--- src/rtl/mips_pkg.sv ---
// Shared MIPS pipeline package.
// Holds the default geometry of the instruction side of the pipeline: program
// counter width, instruction width and instruction-memory depth. It also holds
// the primary opcode constants, the canonical NOP word, and the fetch-entry
// record that travels from fetch to decode.
package mips_pkg;

  localparam int PC_W       = 10;
  localparam int INSTR_W    = 32;
  localparam int IMEM_DEPTH = 1000;

  localparam logic [5:0] OP_RGRP = 6'b000001;
  localparam logic [5:0] OP_LW   = 6'b000010;
  localparam logic [5:0] OP_SW   = 6'b000011;

  localparam logic [INSTR_W-1:0] NOP = 32'h0400001F;

  typedef struct packed {
    logic [PC_W-1:0]    pc;
    logic [INSTR_W-1:0] instr;
  } fetch_entry_t;

endpackage

--- src/rtl/fetch_unit_if.sv ---
// Fetch-to-decode handshake bundle.
//   if_valid : head entry present (driven by fetch)
//   if_ready : decode accepts the head this cycle (driven by decode)
//   if_instr : head instruction word
//   if_pc    : word address the head instruction was fetched from
// Modports: master = fetch side, slave = decode side.
interface fetch_unit_if import mips_pkg::*; #(
  parameter int PC_W    = mips_pkg::PC_W,
  parameter int INSTR_W = mips_pkg::INSTR_W
);

  logic               if_valid;
  logic               if_ready;
  logic [INSTR_W-1:0] if_instr;
  logic [PC_W-1:0]    if_pc;

  modport master (output if_valid, if_instr, if_pc, input if_ready);
  modport slave  (input if_valid, if_instr, if_pc, output if_ready);

endinterface

--- src/rtl/fetch_skid_fifo.sv ---
// Two-entry synchronous skid FIFO holding fetch entries ({pc, instr}).
//   clk, rst  : clock, synchronous active-high reset (pointers/count only)
//   push      : write push_data at this edge
//   push_data : entry to store
//   pop       : discard the head at this edge (caller only pops when count != 0)
//   flush     : empty the FIFO at this edge; overrides push and pop
//   head      : oldest entry, all zeros while empty
//   count     : number of stored entries, 0..2
module fetch_skid_fifo #(
  parameter int ENTRY_W = 42
) (
  input  logic               clk,
  input  logic               rst,
  input  logic               push,
  input  logic [ENTRY_W-1:0] push_data,
  input  logic               pop,
  input  logic               flush,
  output logic [ENTRY_W-1:0] head,
  output logic [1:0]         count
);

  logic [ENTRY_W-1:0] mem_q [2];
  logic               wr_ptr_q;
  logic               rd_ptr_q;
  logic [1:0]         count_q;

  always_ff @(posedge clk) begin
    if (rst || flush) begin
      wr_ptr_q <= 1'b0;
      rd_ptr_q <= 1'b0;
      count_q  <= 2'd0;
    end else begin
      // The fetch credit scheme must never push into a full FIFO unless the
      // head leaves in the same cycle.
      assert (!(push && !pop && (count_q == 2'd2)));
      if (push) wr_ptr_q <= ~wr_ptr_q;
      if (pop)  rd_ptr_q <= ~rd_ptr_q;
      case ({push, pop})
        2'b10:   count_q <= count_q + 2'd1;
        2'b01:   count_q <= count_q - 2'd1;
        default: count_q <= count_q;
      endcase
    end
  end

  // Storage carries no reset; validity is tracked by count_q alone.
  always_ff @(posedge clk) begin
    if (push && !flush) mem_q[wr_ptr_q] <= push_data;
  end

  // Forcing zeros while empty keeps the decode-facing outputs at a known value
  // after reset and after a flush, without resetting the storage.
  assign head  = (count_q != 2'd0) ? mem_q[rd_ptr_q] : '0;
  assign count = count_q;

endmodule

--- src/rtl/fetch_unit.sv ---
// Instruction-fetch stage of the MIPS pipeline.
// Owns the program counter and drives the synchronous instruction memory. It
// absorbs the memory's one-cycle read latency and hands {instr, pc} pairs to
// decode over a valid/ready handshake. Each issue is allowed only when the skid
// FIFO is guaranteed room for the word it returns, so a decode stall never
// drops or duplicates an instruction. A redirect from execute flushes the stage.
//   clk, rst    : single clock, synchronous active-high reset
//   imem_pc     : word address to instruction memory (always the current PC)
//   imem_instr  : memory word for the address sampled at the previous edge
//   redir_valid : taken branch/jump from execute
//   redir_pc    : redirect target (targets beyond the memory load 0)
//   fe          : fetch_unit_if.master towards decode
//   halted      : fetch stopped at end of memory
// Build option: define FETCH_HALT_EN to stop fetching after address
// IMEM_DEPTH-1. Without it the PC wraps to 0 and halted is tied low.
module fetch_unit import mips_pkg::*; #(
  parameter int PC_W       = mips_pkg::PC_W,
  parameter int INSTR_W    = mips_pkg::INSTR_W,
  parameter int IMEM_DEPTH = mips_pkg::IMEM_DEPTH,
  parameter int RESET_PC   = 0
) (
  input  logic               clk,
  input  logic               rst,
  output logic [PC_W-1:0]    imem_pc,
  input  logic [INSTR_W-1:0] imem_instr,
  input  logic               redir_valid,
  input  logic [PC_W-1:0]    redir_pc,
  fetch_unit_if.master       fe,
  output logic               halted
);

  localparam int              ENTRY_W = PC_W + INSTR_W;
  localparam logic [PC_W-1:0] LAST_PC = PC_W'(IMEM_DEPTH - 1);

  logic [PC_W-1:0]    pc_p0;
  logic               vld_p1;
  logic [PC_W-1:0]    pc_p1;
  logic [PC_W-1:0]    pc_nxt;
  logic [PC_W-1:0]    redir_tgt;
  logic               pop;
  logic               push;
  logic               issue;
  logic               halt_stop;
  logic [1:0]         fifo_cnt;
  logic [ENTRY_W-1:0] fifo_head;

`ifdef FETCH_HALT_EN
  logic halted_q;
  assign halted    = halted_q;
  assign halt_stop = halted_q;
`else
  assign halted    = 1'b0;
  assign halt_stop = 1'b0;
`endif

  assign pc_nxt    = (pc_p0 == LAST_PC) ? '0 : pc_p0 + 1'b1;
  assign redir_tgt = (32'(redir_pc) >= IMEM_DEPTH) ? '0 : redir_pc;

  assign pop  = fe.if_valid && fe.if_ready;
  assign push = vld_p1 && !redir_valid;

  // Credit rule: entries held + word in flight, less the one leaving now, must
  // stay below the FIFO depth so the word returned next cycle always fits.
  assign issue = !redir_valid && !halt_stop &&
                 (({1'b0, fifo_cnt} + {2'b0, vld_p1}) < (3'd2 + {2'b0, pop}));

  // ---- p0: PC / issue to instruction memory ----
  always_ff @(posedge clk) begin
    if (rst) begin
      pc_p0  <= PC_W'(RESET_PC);
      vld_p1 <= 1'b0;
`ifdef FETCH_HALT_EN
      halted_q <= 1'b0;
`endif
    end else if (redir_valid) begin
      pc_p0  <= redir_tgt;
      vld_p1 <= 1'b0;
`ifdef FETCH_HALT_EN
      halted_q <= 1'b0;
`endif
    end else begin
      vld_p1 <= issue;
      if (issue) begin
        pc_p0 <= pc_nxt;
`ifdef FETCH_HALT_EN
        if (pc_p0 == LAST_PC) halted_q <= 1'b1;
`endif
      end
    end
  end

  // ---- p1: memory read in flight, remember its address ----
  always_ff @(posedge clk) begin
    if (issue) pc_p1 <= pc_p0;
  end

  assign imem_pc = pc_p0;

  // ---- p2: returned word enters the skid FIFO ----
  fetch_skid_fifo #(
    .ENTRY_W (ENTRY_W)
  ) u_skid (
    .clk       (clk),
    .rst       (rst),
    .push      (push),
    .push_data ({pc_p1, imem_instr}),
    .pop       (pop),
    .flush     (redir_valid),
    .head      (fifo_head),
    .count     (fifo_cnt)
  );

  assign fe.if_valid = (fifo_cnt != 2'd0);
  assign fe.if_pc    = fifo_head[ENTRY_W-1 -: PC_W];
  assign fe.if_instr = fifo_head[INSTR_W-1:0];

endmodule

--- src/flat_wrapper.sv ---
// flat-port wrapper written by rule: the top's interface ports become plain ports
module fetch_unit_flat import mips_pkg::*;
#(
  parameter int PC_W       = mips_pkg::PC_W,
  parameter int INSTR_W    = mips_pkg::INSTR_W,
  parameter int IMEM_DEPTH = mips_pkg::IMEM_DEPTH,
  parameter int RESET_PC   = 0
)
  (clk, rst, imem_pc, imem_instr, redir_valid, redir_pc, halted, fe_if_valid, fe_if_instr, fe_if_pc, fe_if_ready);
  fetch_unit_if #(.PC_W(PC_W), .INSTR_W(INSTR_W)) fe_i ();
  input  logic clk;
  input  logic rst;
  output logic [PC_W-1:0] imem_pc;
  input  logic [INSTR_W-1:0] imem_instr;
  input  logic redir_valid;
  input  logic [PC_W-1:0] redir_pc;
  output logic halted;
  output wire logic [$bits(fe_i.if_valid)-1:0] fe_if_valid;
  output wire logic [$bits(fe_i.if_instr)-1:0] fe_if_instr;
  output wire logic [$bits(fe_i.if_pc)-1:0] fe_if_pc;
  input wire logic [$bits(fe_i.if_ready)-1:0] fe_if_ready;
  assign fe_if_valid = fe_i.if_valid;
  assign fe_if_instr = fe_i.if_instr;
  assign fe_if_pc = fe_i.if_pc;
  assign fe_i.if_ready = fe_if_ready;
  fetch_unit #(.PC_W(PC_W), .INSTR_W(INSTR_W), .IMEM_DEPTH(IMEM_DEPTH), .RESET_PC(RESET_PC)) u_core (.clk(clk), .rst(rst), .imem_pc(imem_pc), .imem_instr(imem_instr), .redir_valid(redir_valid), .redir_pc(redir_pc), .fe(fe_i), .halted(halted));
endmodule
--- config.mk ---
export PLATFORM = sky130hd
export DESIGN_NAME = fetch_unit_flat
export DESIGN_NICKNAME = d
export VERILOG_FILES = /design/src/rtl/mips_pkg.sv /design/src/rtl/fetch_unit_if.sv /design/src/rtl/fetch_skid_fifo.sv /design/src/rtl/fetch_unit.sv /design/src/flat_wrapper.sv
export SDC_FILE = /design/constraint.sdc
export NUM_CORES = 1
export LEC_CHECK = 0
export ABC_AREA = 1
export CORE_ASPECT_RATIO = 1.2
export CORE_MARGIN = 2
export CORE_UTILIZATION = 35
export CTS_CLUSTER_SIZE = 30
export DETAILED_ROUTE_END_ITERATION = 16
export PLACE_DENSITY = 0.64
export SETUP_SLACK_MARGIN = 0.02
export SLEW_MARGIN = 10
export SYNTH_ARGS = -nofsm -noshare
export SYNTH_HDL_FRONTEND = slang
export SYNTH_SLANG_ARGS = --single-unit
export TNS_END_PERCENT = 5
--- constraint.sdc ---
create_clock -name clk -period 9.05 [get_ports clk]
set_input_delay 1.3575 -clock clk [delete_from_list [all_inputs] [get_ports clk]]
set_output_delay 1.3575 -clock clk [all_outputs]
set_load 0.005 [all_outputs]
==> results.yml <==
clock_network:
  clk_path_buf_depth: 2
  clock-root-buffer: "clkbuf_16"
  cts.clk_slew.worst_paths_ps: 70
  cts_resized: 0
  cts_buffers: 9
  post_cts_buffers: 0
  htree_num_levels: 3
  clock_sinks: 110
  cts_tree: "done"
  insertion_delay_ps: 350
  cts.hold.buffers_added: 0
setup_path:
  slowest_stage: "inv_2"
  crit_chain: "buf_4 > inv_2 > nand2_1 > a21oi_1 > clkdlybuf4s50_1"
  worstSetupEndpointType: "primary output"
  start_kind: "flip-flop"
  worstPathArrival_ps: 2460
  crit_path_max_incr_delay_ps: 600
  critical_path_class: "flip-flop to primary output"
  critPathMaxFanout: 43
  cp.required_ps: 7690
global_route:
  grt_pass1_wl_mm: 14.70
  grt.total_usage_pct: 13.64
  antenna_found_initial: 0
  grt_pass1_vias: 3039
  grt_max_degree: 44
  grt_overflow: 0
layout:
  drive_gt1_share_pct: 7.529
  mostFrequentLayoutCells: "nand2_1, clkdlybuf4s50_1, edfxtp_1"
  final_common_cell: "nand2_1"
  insertedDiodeCount: 0
  fillerInstances: 1154
  postLayoutCoreUtil_pct: 47.56
  nets: 563
  area_growth_pct: 32.50
sta:
  worst_slew_pin_slew_ps: 811.8
  max_clock_freq_ghz: 0.2620
  slew_violations: 0
  rsz0062_at_grt: "no"
  finalClockSkew_ps: 5.409
  setup_tns_ps: 0
  max_slew_margin_pct: 45.68
  fin_crit_sh_pct: 42.18
  finalSetupViolCount: 0
  fin_crit_ps: 3817
  worst_slack_ps: 5233
  final-hold-violation-count: 0
power:
  power_leakage_nw: 2.220
  peakVddDrop_v: 0.00007787
  p_per_area_nw_per_um2: 169.9
yosys:
  yosys-top-cells-area: "edfxtp_1, nand2_1, dfxtp_1"
  syn_avg_cell_area_um2: 10.88
  synth.distinct_cells: 28
  ys_warn_count: 0
  synthCells: 418
  synthesis.nets: 468
  synth_top_area_share_pct: 62.08
  synth_area_um2: 4547
  synth-seq-cells: 110
  synth_area_leader_cell: "edfxtp_1"
  seq_area_frac_synth_pct: 69.12
route:
  antenna_left: 0
  firstDrtPassIters: 5
  viasPerCell: 4.726
  drt_wl_total_mm: 9.437
  drt_iter0_drc: 181
  drc: 0
  routedWlPerCell_um: 13.84
  vias: 3223
floorplanning:
  core.rowCount: 45
  start_util_pct: 35.89
  die-area_um2: 13920
  num_io_pins: 100
  core_um2: 12670
  die_x_um: 108.0
  die_h_um: 128.9
placed_design:
  place_congestion: 0.7881
  dp_hpwl_mm: 6.072
  dp_worst_setup_slack_ps: 4796
  io_buffers: 98
run_status:
  outcome: "finished, final reports clean"
flow_run:
  max_cap_viol_count: 0
min_path:
  hp-class: "flip-flop to flip-flop"
-- routing by layer --
layer  GRT usage [%]  up-vias  part of all wire, %
li1                -     1609                    -
met1           17.58     1509                   44
met2           22.31       97                   49
met3           2.736        8                  5.7
met4           6.033        0                  1.3
met5               0        -                    0
-- state kept, by name, indices dropped and copies added (netlist names), named ones only --
name                    flops
u_core.u_skid.count         2
u_core.vld_p1               1
u_core.imem_pc             10
u_core.u_skid.rd_ptr_q      1
u_core.u_skid.wr_ptr_q      1
u_core.pc_p1               10
u_core.u_skid.mem_q        84
-- final cells by class --
cell class,count,area (um^2),area share (%)
Tap cell,164,205.2,3.406
Clock buffer,9,225.2,3.738
Timing Repair Buffer,102,1044,17.32
Inverter,24,90.09,1.495
Multi-Input combinational cell,266,1252,20.79
Sequential cell,110,3143,52.17
Clock inverter,7,65.06,1.080
-- Yosys cell counts (all sizes together) --
master / n
nor3: 1
or2: 1
a21oi: 52
nand2: 141
xor2: 1
buf: 5
nor2: 30
ha: 4
nand4: 6
dfxtp: 16
o21ai: 5
edfxtp: 94
clkbuf: 13
nand3b: 2
nand3: 19
o21bai: 3
clkinv: 2
inv: 22
conb: 1
-- logic make-up (layout without fill, tap and decap cells) --
family          Yosys count  count (layout)  synth area share (%)
compound gates           60              60                 6.934
xor+xnor                  1               1                0.1927
fa+ha+maj                 4               4                 1.101
buf+inv                  42             142                 3.660
flops                   110             110                 69.13
other cells               1               1               0.08247
simple gates            200             200                 18.90
-- path summary, 6_finish.rpt --
check	from	end	slack [ps]	cells after the start
min reg2reg	u_core.pc_p1[2]	u_core.u_skid.mem_q[0][34]	450	0
max	flip-flop	fe_if_pc[8]	5230	5
min	u_core.pc_p1[2]	u_core.u_skid.mem_q[0][34]	450	0
max reg2reg	u_core.u_skid.count[0]	u_core.pc_p1[7]	6970	5
-- per-stage QoR --
step,hold slack [ps],instances,power [mW],area [um^2]
3_5_place_dp,435.9,664,0.6552,5687
3_3_place_gp,422.8,664,0.6537,5687
4_1_cts,449.7,680,1.034,5977
5_1_grt,469.2,682,1.056,6025
6_report,448.6,682,1.024,6025
2_1_floorplan,421.5,418,0.6108,4547
-- power by group --
| group | total (mW) | leakage [nW] | switching [mW] | internal, mW |
|---|---|---|---|---|
| registers | 0.575 | 0.998 | 0.0100 | 0.565 |
| logic | 0.0698 | 1.08 | 0.0316 | 0.0382 |
| clock network | 0.379 | 0.143 | 0.167 | 0.212 |
-- critical path: cells and delay by family (launching register included) --
kind | cells | cell delay [ps]
AO/OA/AOI/OAI | 1 | 260
buffers and inverters | 3 | 1420
flip-flops | 1 | 300
AND/OR/NAND/NOR | 1 | 100
Note: power is estimated with default switching activity, not from simulation.
